$ cat config.mk
export PLATFORM = sky130hd
export DESIGN_NAME = seven_seg_scan_ctrl
export DESIGN_NICKNAME = d
export VERILOG_FILES = /design/src/rtl/seven_seg_scan_ctrl.sv
export SDC_FILE = /design/constraint.sdc
export NUM_CORES = 1
export LEC_CHECK = 0
export ABC_CLOCK_PERIOD_IN_PS = 3830
export CORE_MARGIN = 8
export CORE_UTILIZATION = 42
export CTS_CLUSTER_SIZE = 8
export DETAILED_ROUTE_END_ITERATION = 16
export GPL_ROUTABILITY_DRIVEN = 0
export HOLD_SLACK_MARGIN = 0.06
export PLACE_DENSITY = 0.58
export SLEW_MARGIN = 0
export SYNTH_ARGS = -nofsm -noshare
export SYNTH_HDL_FRONTEND = slang
export SYNTH_SLANG_ARGS = --single-unit
$ cat constraint.sdc
create_clock -name CLK -period 3.83 [get_ports CLK]
set_input_delay 0.766 -clock CLK [delete_from_list [all_inputs] [get_ports CLK]]
set_output_delay 0.766 -clock CLK [all_outputs]
set_load 0.02 [all_outputs]
$ cat src/rtl/seven_seg_scan_ctrl.sv
// Scans DiceGame results onto an 8-digit common-anode display; snapshot per frame, no tearing.
// Latency: captured value shows GUARD cycles into its slot; no backpressure (free-running scan).
module seven_seg_scan_ctrl #(
    parameter int REFRESH_DIV = 100000,
    parameter int GUARD       = 4,
    parameter int BLINK_DIV   = 125
) (
    input  logic       CLK,
    input  logic       reset,
    input  logic       Win,
    input  logic       Lose,
    input  logic       Roll,
    input  logic [2:0] DiceOut1,
    input  logic [2:0] DiceOut2,
    output logic [7:0] Anode,
    output logic [6:0] Cathode,
    output logic       frame_tick
);
    localparam int PW = (REFRESH_DIV > 1) ? $clog2(REFRESH_DIV) : 1;
    localparam int FW = (BLINK_DIV > 1) ? $clog2(BLINK_DIV) : 1;

    localparam logic [6:0] SEG_BLANK = 7'b1111111;
    localparam logic [6:0] SEG_DASH  = 7'b0111111;
    localparam logic [6:0] SEG_P     = 7'b0001100;
    localparam logic [6:0] SEG_A     = 7'b0001000;
    localparam logic [6:0] SEG_S     = 7'b0010010;
    localparam logic [6:0] SEG_L     = 7'b1000111;
    localparam logic [6:0] SEG_O     = 7'b1000000;
    localparam logic [6:0] SEG_E     = 7'b0000110;

    function automatic logic [6:0] num_seg(input logic [3:0] n);
        case (n)
            4'd0:    return 7'b1000000;
            4'd1:    return 7'b1111001;
            4'd2:    return 7'b0100100;
            4'd3:    return 7'b0110000;
            4'd4:    return 7'b0011001;
            4'd5:    return 7'b0010010;
            4'd6:    return 7'b0000010;
            4'd7:    return 7'b1111000;
            4'd8:    return 7'b0000000;
            4'd9:    return 7'b0010000;
            default: return SEG_BLANK;
        endcase
    endfunction

    function automatic logic [6:0] die_seg(input logic [2:0] v);
        if (v == 3'd0)      return SEG_BLANK;
        else if (v == 3'd7) return SEG_DASH;
        else                return num_seg({1'b0, v});
    endfunction

    logic [PW-1:0] presc_q, presc_d;
    logic [2:0]    idx_q, idx_d;
    logic          first_q, first_d;
    logic          snap_win_q, snap_win_d, snap_lose_q, snap_lose_d, snap_roll_q, snap_roll_d;
    logic [2:0]    snap_d1_q, snap_d1_d, snap_d2_q, snap_d2_d;
    logic [FW-1:0] frame_cnt_q, frame_cnt_d;
    logic          phase_q, phase_d;
    logic [7:0]    anode_q, anode_d;
    logic [6:0]    cathode_q, cathode_d;
    logic          frame_tick_q, frame_tick_d;

    logic          presc_wrap, capture, dice_blank;
    logic [3:0]    sum_w, ones_w;

    always_comb begin
        presc_wrap = (presc_q == PW'(REFRESH_DIV - 1));
        presc_d    = presc_wrap ? '0 : presc_q + 1'b1;
        idx_d      = presc_wrap ? idx_q + 3'd1 : idx_q;
        // First cycle out of reset also captures, so the display never starts stale.
        capture    = first_q | (presc_wrap & (idx_q == 3'd7));
        first_d    = 1'b0;

        snap_win_d   = capture ? Win      : snap_win_q;
        snap_lose_d  = capture ? Lose     : snap_lose_q;
        snap_roll_d  = capture ? Roll     : snap_roll_q;
        snap_d1_d    = capture ? DiceOut1 : snap_d1_q;
        snap_d2_d    = capture ? DiceOut2 : snap_d2_q;
        frame_tick_d = capture;

        frame_cnt_d = frame_cnt_q;
        phase_d     = phase_q;
        if (!(snap_win_q | snap_lose_q)) begin
            frame_cnt_d = '0;
            phase_d     = 1'b1;
        end else if (frame_tick_q) begin
            if (frame_cnt_q == FW'(BLINK_DIV - 1)) begin
                frame_cnt_d = '0;
                phase_d     = ~phase_q;
            end else begin
                frame_cnt_d = frame_cnt_q + 1'b1;
            end
        end

        anode_d = (presc_q < PW'(GUARD)) ? 8'hFF : ~(8'd1 << idx_q);

        sum_w      = {1'b0, snap_d1_q} + {1'b0, snap_d2_q};
        ones_w     = (sum_w >= 4'd10) ? sum_w - 4'd10 : sum_w;
        dice_blank = (snap_d1_q == 3'd0) || (snap_d2_q == 3'd0);

        cathode_d = SEG_BLANK;
        case (idx_q)
            3'd0: cathode_d = die_seg(snap_d1_q);
            3'd1: cathode_d = die_seg(snap_d2_q);
            3'd2: cathode_d = dice_blank ? SEG_BLANK : num_seg(ones_w);
            3'd3: cathode_d = (dice_blank || sum_w < 4'd10) ? SEG_BLANK : num_seg(4'd1);
            default: begin
                if (!phase_q) begin
                    cathode_d = SEG_BLANK;
                end else if (snap_lose_q) begin
                    case (idx_q)
                        3'd7:    cathode_d = SEG_L;
                        3'd6:    cathode_d = SEG_O;
                        3'd5:    cathode_d = SEG_S;
                        default: cathode_d = SEG_E;
                    endcase
                end else if (snap_win_q) begin
                    case (idx_q)
                        3'd7:    cathode_d = SEG_P;
                        3'd6:    cathode_d = SEG_A;
                        default: cathode_d = SEG_S;
                    endcase
                end else if (snap_roll_q) begin
                    cathode_d = SEG_DASH;
                end
            end
        endcase
    end

    always_ff @(posedge CLK) begin
        if (reset) begin
            presc_q      <= '0;
            idx_q        <= '0;
            first_q      <= 1'b1;
            snap_win_q   <= 1'b0;
            snap_lose_q  <= 1'b0;
            snap_roll_q  <= 1'b0;
            snap_d1_q    <= '0;
            snap_d2_q    <= '0;
            frame_cnt_q  <= '0;
            phase_q      <= 1'b1;
            anode_q      <= 8'hFF;
            cathode_q    <= 7'h7F;
            frame_tick_q <= 1'b0;
        end else begin
            presc_q      <= presc_d;
            idx_q        <= idx_d;
            first_q      <= first_d;
            snap_win_q   <= snap_win_d;
            snap_lose_q  <= snap_lose_d;
            snap_roll_q  <= snap_roll_d;
            snap_d1_q    <= snap_d1_d;
            snap_d2_q    <= snap_d2_d;
            frame_cnt_q  <= frame_cnt_d;
            phase_q      <= phase_d;
            anode_q      <= anode_d;
            cathode_q    <= cathode_d;
            frame_tick_q <= frame_tick_d;
        end
    end

    assign Anode      = anode_q;
    assign Cathode    = cathode_q;
    assign frame_tick = frame_tick_q;
endmodule

==> impl_results.md, run 1 <==
- Post-CTS sizing: 0
- Slowest stage delay, CP: 510 ps
- Net Sw Frac: 0.258
- Ys async rst share: 0
- Synth Net Count: 446
- Sequential power share: 0.463
- First-pass GRT wire length: 13,100 µm
- Area grow syn2layout: 15.8%
- RSZ-0062 raised after global routing: false
- Hold-fix buffers, CTS: 0
- Wirelength, routed: 7740 µm
- HP Class: reg2reg
- Via count: 2,800
- Syn Inst Count: 406
- Number of CTS-inserted buffers: 9
- Worst Hold Launch: presc_q[0]
- Initial antenna violation count: 0
- Synthesized area: 3580 µm²
- Ports: 27
- Endpoints failing hold: 0
- CP required: 4060 ps
- Yosys warns: 0
- Post-route ant nets: 0
- PwrDens: 395 nW/µm²
- Worst-path fanout max: 7
- Comb pwr share: 0.128
- Post-route DRC: 0
- Syn_area_per_cell: 8.82 µm²
- CTS HTree Levels: 3
- Largest net degree at the start of global routing: 23
- Vias in the first global route: 2,718
- Final setup fails: 0
- WL per Instance: 14.3 µm
- Clock transition at the registers of the reported paths: 70 ps
- CP max-delay cell: fa_1
- Starting density of the core: 0.433
- Status: complete, no violations
- LEAKAGE: 1.62 nW
- Postcts setup bufs: 0
- Total grt overflow: 0
- Die width: 108 µm
- R2r startpoint: snap_d1_q[0]
- Post-synth EDFFs: 0
- CP Launch Point: snap_d1_q[0]
- Slew Limit Fails: 0
- Setup TNS: 0 ps
- Relative slew slack: 0.495
- Die ar.: 11,700 µm²
- Max Clock Freq: 0.327 GHz
- Clk_skew: 8.06 ps
- Drt pass-1 iters: 4
- Diodes inserted: 0
- Synth Flop Type: dfxtp_1
- Clock network power share: 0.409
- Max Cap Viol: 0
- CTS tree: done
- Worst vdd ir: 0.177 mV
- Final nets: 470
- # clock sinks: 68
- Die Span Y: 108 µm
- Share of layout cells above drive strength 1: 0.0828
- Worst-Margin Slew: 756 ps
- Clock Latency Late Sink: 340 ps
- Yosys reg bits: 68
- Placement Setup Slack: 765 ps
- Final worst path period need: 3060 ps
- Final worst slack: 768 ps
- CTS root buf: clkbuf_8
- Most frequent cells in the layout: dfxtp_1, nor2_1, nand2_1
- Core region area: 8260 µm²
- Yosys cell types: 59
- CP Launch Type: register
- Fin crit share: 0.800
- Cell Chain, Critical Path: ha_1 > fa_1 > inv_1 > o21ai_0 > inv_1 > ha_1 > and4b_1 > a311o_1 > a2111o_1
- DRT iter0 DRCs: 108
- Int Pwr: 0.00121 W
- Worst setup path category: reg2reg
- Net Sw Power: 0.000423 W
- Cell Rows: 33
- GRT Util Overall: 0.141
- Post-DP HPWL: 5840 µm
- CP Capture Type: register
- Number of port buffers: 26
- Commonest non-fill, non-tap cell in the layout: dfxtp_1
- Worst-case clock buffer depth: 2
- Post-synthesis sequential area ratio: 0.380
- CP arrival: 3290 ps
- Via density per instance: 5.19
final timing paths:
| kind | slack (ps) | cells after the start | endpoint |
|---|---|---|---|
| min reg2reg | 440 | 1 | presc_q[0] |
| max | 770 | 9 | Cathode[2] |
| min | 440 | 1 | presc_q[0] |
| max reg2reg | 770 | 9 | Cathode[2] |
worst max-delay path: cells and delay by family (launching register included):
kind | cells | cell delay, ps
DFF | 1 | 370
and+or+nand+nor | 1 | 200
adders and majority gates | 3 | 1010
AOI/OAI and AO/OA | 3 | 1120
buffers and inverters | 2 | 240
power groups by stage:
stage          Sequential [W]  Clock (W)  Combinational [W]
2_1_floorplan        0.000774          0           0.000144
3_3_place_gp         0.000774          0           0.000210
3_5_place_dp         0.000775          0           0.000212
4_1_cts              0.000758   0.000681           0.000213
5_1_grt              0.000762   0.000714           0.000236
6_report             0.000758   0.000669           0.000210
synthesized netlist by cell type (3+ instances only):
cell type  number  area [µm²]
a211o_1         3        26.3
a21oi_1        13        65.1
a31o_2          3        26.3
and2_1          3        18.8
clkbuf_1       10        37.5
dfxtp_1        68        1360
ha_1           28         350
inv_1          20        75.1
mux2_2          3        33.8
mux2i_1        12         120
nand2_1        40         150
nand2b_1        9        56.3
nand3_1        17        85.1
nand4_1         9        56.3
nor2_1         51         191
nor2b_1         8        50.1
nor3_1          4        20.0
o211ai_1        6        45.0
o21ai_0        20         100
or2_2           5        31.3
xnor2_1        13         114
xor2_1         11        96.3
final cells by class:
type / instances / area [µm²]
Tap cell: 105 / 131
Multi-Input combinational cell: 303 / 2080
Fill cell: 804 / 4110
Inverter: 21 / 78.8
Timing Repair Buffer: 27 / 268
Clock buffer: 10 / 138
Clock inverter: 6 / 87.6
Sequential cell: 68 / 1360
per-layer routing:
layer | vias up | global-route usage | share of wire | wire length (µm)
met2 | 42 | 0.223 | 0.46 | 3550
met3 | 11 | 0.0446 | 0.044 | 339
li1 | 1451 | - | - | -
met5 | - | 0 | 0 | 0
met1 | 1296 | 0.174 | 0.48 | 3680
met4 | 0 | 0.0547 | 0.022 | 172
cell families (layout without fill, tap and decap cells):
family	Yosys count	after routing	share of synthesized area
multiplexers	19	19	0.0608
XOR/XNOR	24	24	0.0587
AND/OR/NAND/NOR	162	162	0.224
AO/OA/AOI/OAI	69	69	0.134
buffers and inverters	35	64	0.0388
adder cells (fa/ha/maj)	29	29	0.103
flip-flops	68	68	0.380
stage by stage:
stage	power (W)	hold WS, ps	util	instances	instance area [µm²]
final	0.00164	445	0.502	540	4140
after global routing	0.00171	481	0.502	540	4140
after CTS	0.00165	453	0.502	540	4140
after detailed placement	0.000986	442	0.475	524	3920
after global placement	0.000984	423	0.475	524	3920
after floorplan	0.000918	413	-	406	3580
Power figures use the tool's default switching activity.
==> run 2: changes to the inputs <==
Settings changed: ABC_CLOCK_PERIOD_IN_PS 3830 to 2600, PLACE_DENSITY 0.58 to 0.6.
Clock period 3.83 ns to 2.6 ns, I/O delays scaled along.
==> run 2 against run 1 <==
Compared with the run above: combinational power grew 80%; wire length is 3.8% higher; total power grew 50%; clock-buffer cell count down 1; first-iteration DRC count is 8.3% higher; global-route usage is 0.099 points higher; maximum frequency grew 21%; worst setup slack lost 690 ps.
==> impl_results.md, run 2 (same netlist as run 1, synthesis figures left out) <==
- Status: complete, no violations (unchanged)
- Via count: 2,967 (was 2,800)
- CP Launch Type: register (unchanged)
- Final setup fails: 0 (unchanged)
- R2r startpoint: snap_d2_q[0] (was snap_d1_q[0])
- Initial antenna violation count: 0 (unchanged)
- Cell Chain, Critical Path: ha_4 > fa_2 > inv_4 > o21ai_2 > inv_2 > ha_2 > and4b_1 > a311o_1 > a2111o_1 (was ha_1 > fa_1 > inv_1 > o21ai_0 > inv_1 > ha_1 > and4b_1 > a311o_1 > a2111o_1)
- Net Sw Frac: 0.263 (was 0.258)
- Register-to-register setup slack: 80 ps (was 770 ps)
- DRT iter0 DRCs: 117 (was 108)
- Worst setup path category: reg2reg (unchanged)
- Clock transition at the registers of the reported paths: 80 ps (was 70 ps)
- Commonest non-fill, non-tap cell in the layout: dfxtp_1 (unchanged)
- PwrDens: 555 nW/µm² (was 395 nW/µm²)
- CTS root buf: clkbuf_8 (unchanged)
- Slew Limit Fails: 0 (unchanged)
- Die width: 108 µm (unchanged)
- Met3 GRT Util: 0.0286 (was 0.0446)
- CP Depth: 9 (unchanged)
- Die Span Y: 108 µm (unchanged)
- Hold Crit Depth: 1 (unchanged)
- Total grt overflow: 0 (unchanged)
- Clock network power share: 0.395 (was 0.409)
- Most frequent cells in the layout: dfxtp_1, nor2_1, nand2_1 (unchanged)
- Placement Setup Slack: 18.4 ps (was 765 ps)
- Delay-heaviest family, CP: adder cells (was compound AO/OA/AOI/OAI gates)
- Fin area: 4430 µm² (was 4140 µm²)
- Worst-Margin Slew: 485 ps (was 756 ps)
- HP Class: reg2reg (unchanged)
- Vias in the first global route: 2,774 (was 2,718)
- Die ar.: 11,700 µm² (unchanged)
- Worst vdd ir: 0.249 mV (was 0.177 mV)
- Via density per instance: 5.21 (was 5.19)
- Final nets: 500 (was 470)
- Cell Rows: 33 (unchanged)
- Busiest metal layer after global routing: met2 (unchanged)
- Sequential power share: 0.450 (was 0.463)
- CP arrival: 2760 ps (was 3290 ps)
- Hold endpoint: presc_q[0] (unchanged)
- # clock sinks: 68 (unchanged)
- Clk_skew: 5.76 ps (was 8.06 ps)
- Number of CTS-inserted buffers: 9 (unchanged)
- Reg2reg end: Cathode[2] (unchanged)
- CTS tree: done (unchanged)
- Endpoints failing hold: 0 (unchanged)
- GRT Util Overall: 0.142 (was 0.141)
- LEAKAGE: 1.76 nW (was 1.62 nW)
- Global Route met2 Usage: 0.228 (was 0.223)
- Post-route ant nets: 0 (unchanged)
- Hold WS: 444 ps (was 445 ps)
- Int Pwr: 0.00181 W (was 0.00121 W)
- Ports: 27 (unchanged)
- Fin crit share: 0.971 (was 0.800)
- Final worst path period need: 2520 ps (was 3060 ps)
- Area after DPL: 4120 µm² (was 3920 µm²)
- Comb pwr share: 0.154 (was 0.128)
- Post-DP HPWL: 6080 µm (was 5840 µm)
- Final worst slack: 75.7 ps (was 768 ps)
- Hold-fix buffers, CTS: 0 (unchanged)
- Worst-path fanout max: 6 (was 7)
- Core region area: 8260 µm² (unchanged)
- Max Cap Viol: 0 (unchanged)
- Wirelength, routed: 8030 µm (was 7740 µm)
- First-pass GRT wire length: 13,200 µm (was 13,100 µm)
- Drt pass-1 iters: 4 (unchanged)
- Largest net degree at the start of global routing: 22 (was 23)
- Crit path buffers/inverters: 2 (unchanged)
- CP max-delay cell: fa_2 (was fa_1)
- GR Util met1: 0.175 (was 0.174)
- Starting density of the core: 0.433 (unchanged)
- Max Clock Freq: 0.396 GHz (was 0.327 GHz)
- Relative slew slack: 0.675 (was 0.495)
- Number of port buffers: 26 (unchanged)
- Post-route DRC: 0 (unchanged)
- Slowest stage delay, CP: 570 ps (was 510 ps)
- Area grow syn2layout: 23.8% (was 15.8%)
- WL per Instance: 14.1 µm (was 14.3 µm)
- Diodes inserted: 0 (unchanged)
- Share of layout cells above drive strength 1: 0.166 (was 0.0828)
- Worst reg2reg path depth: 9 (unchanged)
- Worst-case clock buffer depth: 2 (unchanged)
- CTS HTree Levels: 3 (unchanged)
- CP Capture Type: register (unchanged)
- Clock Latency Late Sink: 350 ps (was 340 ps)
- CP required: 2840 ps (was 4060 ps)
- Worst Hold Launch: presc_q[0] (unchanged)
- Net Sw Power: 0.000647 W (was 0.000423 W)
[run 2: cell count changes in the layout (fill, tap and decap cells not counted), moves of 2 or more]
cell	before	now
inv_1	20	18
buf_4	1	30
o21ai_0	20	18
dfxtp_1	68	66
ha_4	0	2
ha_1	28	25
inv_6	0	2
[run 2: how the worst max path moves through the flow]
stage / endpoint / slack, ps / start
after floorplan: register / 10 / presc_q[8]
after global placement: Cathode[2] / 50 / snap_d2_q[0]
after detailed placement: Cathode[2] / 20 / snap_d2_q[0]
after CTS: Cathode[2] / 1 / snap_d2_q[0]
after global routing: register / -8 / presc_q[11]
final: Cathode[2] / 80 / snap_d2_q[0]
[run 2: timing repair]
action,4_1_cts,5_1_grt
buffers inserted,0,6
resized for setup,0,10
setup endpoints to repair,0,2
[run 2: cell type report]
class / count / area (µm²)
Clock buffer: 9 / 124
Clock inverter: 7 / 98.8
Fill cell: 773 / 3830
Inverter: 21 / 81.3
Multi-Input combinational cell: 303 / 2120
Sequential cell: 68 / 1370
Tap cell: 105 / 131
Timing Repair Buffer: 57 / 505
[run 2: stage by stage]
step	total power, W	std cells	utilization	TNS (ps)
floorplan	0.00136	406	-	0
global placement	0.00148	548	0.499	0
detailed placement	0.00148	548	0.499	0
CTS	0.00246	564	0.526	0
global route	0.00258	570	0.537	-14.3
finish	0.00246	570	0.537	0
[run 2: power groups by stage]
stage	sequential [W]	clock [W]	combinational, W
after global placement	0.00113	0	0.000345
after floorplan	0.00114	0	0.000215
final	0.00111	0.000972	0.000379
after global routing	0.00111	0.00104	0.000421
after detailed placement	0.00113	0	0.000347
after CTS	0.00111	0.000999	0.000350
[run 2: worst reg2reg max path, cell delays in order, from the launching register on]
cell      delay [ps]
dfxtp_4          360
ha_4             160
fa_2             570
inv_4             70
o21ai_2          160
inv_2             60
ha_2             180
and4b_1          200
a311o_1          270
a2111o_1         390
[run 2: layer usage]
layer / part of all wire / wire, µm
met5: 0 / 0
met4: 0.017 / 136
met3: 0.053 / 424
met2: 0.47 / 3800
met1: 0.46 / 3670
==> run 3: changes to the inputs <==
Settings changed: GPL_TIMING_DRIVEN from default to 0, HOLD_SLACK_MARGIN 0.06 to 0.15.
==> run 3 against run 2 <==
Compared with the run above: cell area is 1.1% higher; worst hold slack better by 4.7 ps; global-route usage increased by 0.47 points; register-to-register slack worse by 40 ps; via count fell by 1.8%; maximum frequency is 1.4% lower; non-clock buffer count down 1; final cell count is 0.18% lower; die area stayed put; clock skew is 4.1 ps higher; critical path type unchanged.
==> impl_results.md, run 3 (same netlist as run 1, synthesis figures left out) <==
- Status: complete, no violations (unchanged)
- Area grow syn2layout: 25.1% (was 23.8%)
- Placement Setup Slack: -654 ps (was 18.4 ps)
- DRT iter0 DRCs: 103 (was 117)
- Die Span Y: 108 µm (unchanged)
- Worst vdd ir: 0.279 mV (was 0.249 mV)
- CTS root buf: clkbuf_8 (unchanged)
- Worst-case clock buffer depth: 2 (unchanged)
- Max Cap Viol: 0 (unchanged)
- Hold-fix buffers, CTS: 0 (unchanged)
- Delay-heaviest family, CP: compound AO/OA/AOI/OAI gates (was adder cells)
- Worst-Margin Slew: 512 ps (was 485 ps)
- Non-filler cells, final: 569 (was 570)
- Fill count: 770 (was 773)
- Slew Limit Fails: 0 (unchanged)
- Clk_skew: 9.91 ps (was 5.76 ps)
- Die width: 108 µm (unchanged)
- Via count: 2,913 (was 2,967)
- Final worst path period need: 2560 ps (was 2520 ps)
- Share of layout cells above drive strength 1: 0.196 (was 0.166)
- Crit path buffers/inverters: 2 (unchanged)
- Core Util, Final: 0.542 (was 0.537)
- Clock transition at the registers of the reported paths: 80 ps (about the same)
- Core region area: 8260 µm² (unchanged)
- Relative slew slack: 0.657 (was 0.675)
- Total grt overflow: 0 (unchanged)
- CP Launch Type: register (unchanged)
- CP arrival: 2800 ps (was 2760 ps)
- Die ar.: 11,700 µm² (unchanged)
- Drt pass-1 iters: 4 (unchanged)
- Worst setup path category: reg2reg (unchanged)
- Commonest non-fill, non-tap cell in the layout: dfxtp_1 (unchanged)
- Post-route DRC: 0 (unchanged)
- Final nets: 499 (was 500)
- Initial antenna violation count: 0 (unchanged)
- Worst-path fanout max: 6 (unchanged)
- Clock Latency Late Sink: 360 ps (was 350 ps)
- CP max-delay cell: fa_2 (unchanged)
- Largest net degree at the start of global routing: 15 (was 22)
- CP Capture Type: register (unchanged)
- CP required: 2840 ps (about the same)
- First-pass GRT wire length: 13,500 µm (was 13,200 µm)
- Ports: 27 (unchanged)
- Endpoints failing hold: 0 (unchanged)
- # clock sinks: 68 (unchanged)
- Max Clock Freq: 0.391 GHz (was 0.396 GHz)
- RSZ-0062 raised after global routing: true
- Wirelength, routed: 8320 µm (was 8030 µm)
- Placed Cells: 537 (was 548)
- Number of CTS-inserted buffers: 9 (unchanged)
- Vias in the first global route: 2,809 (was 2,774)
- Slowest stage delay, CP: 470 ps (was 570 ps)
- CP most frequent cell: ha_4
- Starting density of the core: 0.433 (unchanged)
- Most frequent cells in the layout: dfxtp_1, nor2_1, nand2_1 (unchanged)
- Final setup fails: 0 (unchanged)
- CTS tree: done (unchanged)
- HP Class: reg2reg (unchanged)
- Final worst slack: 40.0 ps (was 75.7 ps)
- Post-route ant nets: 0 (unchanged)
- Number of port buffers: 26 (unchanged)
- LEAKAGE: 1.74 nW (was 1.76 nW)
- WL per Instance: 14.6 µm (was 14.1 µm)
- GRT Util Overall: 0.146 (was 0.142)
- PwrDens: 543 nW/µm² (was 555 nW/µm²)
- CTS HTree Levels: 3 (unchanged)
- Fin crit share: 0.985 (was 0.971)
- Cell Rows: 33 (unchanged)
- Post-DP HPWL: 6030 µm (was 6080 µm)
- Cell Chain, Critical Path: ha_4 > fa_2 > inv_4 > o221ai_2 > o21ai_2 > inv_1 > ha_4 > and4b_1 > a311o_1 > a2111o_1 (was ha_4 > fa_2 > inv_4 > o21ai_2 > inv_2 > ha_2 > and4b_1 > a311o_1 > a2111o_1)
- Diodes inserted: 0 (unchanged)
- Via density per instance: 5.12 (was 5.21)
run 3: cell types whose count changed in the layout (fill, tap and decap cells not counted), sizes merged:
cell	change
clkbuf	+10
clkinv	-2
clkinvlp	+1
inv	+2
buf	-11
bufinv	-1
run 3: routing by layer:
layer	global-route usage	routed length [µm]	vias up
met5	0	0	-
li1	-	-	1510
met1	0.176	3710	1343
met4	0.0626	102	0
met2	0.245	4070	51
met3	0.0339	444	9
run 3: area by class of cell:
type / instances / area [µm²] / area share
clock inverter: 7 / 82.6 / 0.0184
sequential: 68 / 1380 / 0.308
timing repair buffer: 43 / 388 / 0.0866
clock buffer: 9 / 124 / 0.0277
tap: 105 / 131 / 0.0293
multi-input combinational: 303 / 2230 / 0.497
buffer: 13 / 66.3 / 0.0148
inverter: 21 / 81.3 / 0.0182
run 3: through the flow:
| stage | TNS, ps | hold slack [ps] | total power [W] | instance area, µm² |
|---|---|---|---|---|
| 6_report | 0 | 449 | 0.00243 | 4480 |
| 4_1_cts | -1.63 | 451 | 0.00243 | 4380 |
| 3_5_place_dp | -6520 | 440 | 0.00146 | 3980 |
| 3_3_place_gp | -6270 | 426 | 0.00146 | 3980 |
| 2_1_floorplan | 0 | 413 | 0.00136 | 3590 |
| 5_1_grt | -30.9 | 478 | 0.00255 | 4480 |
run 3: final timing paths:
kind | start | to | slack [ps] | cells after the start
hold / removal | presc_q[0] | presc_q[0] | 450 | 1
hold reg to reg | presc_q[0] | presc_q[0] | 450 | 1
setup reg to reg | snap_d2_q[0] | Cathode[2] | 40 | 10
setup / recovery | snap_d2_q[0] | Cathode[2] | 40 | 10
run 3: what timing repair did:
item,in CTS,in global routing
hold endpoints to repair,0,0
pin swaps,6,5
resized for setup,33,13
buffers inserted,10,7
endpoints found under the setup margin,19,15
run 3: power breakdown:
group          total, W  switching [W]  internal [W]
logic          0.000401       0.000206      0.000195
clock network  0.000919       0.000460      0.000459
registers       0.00111      0.0000290       0.00108
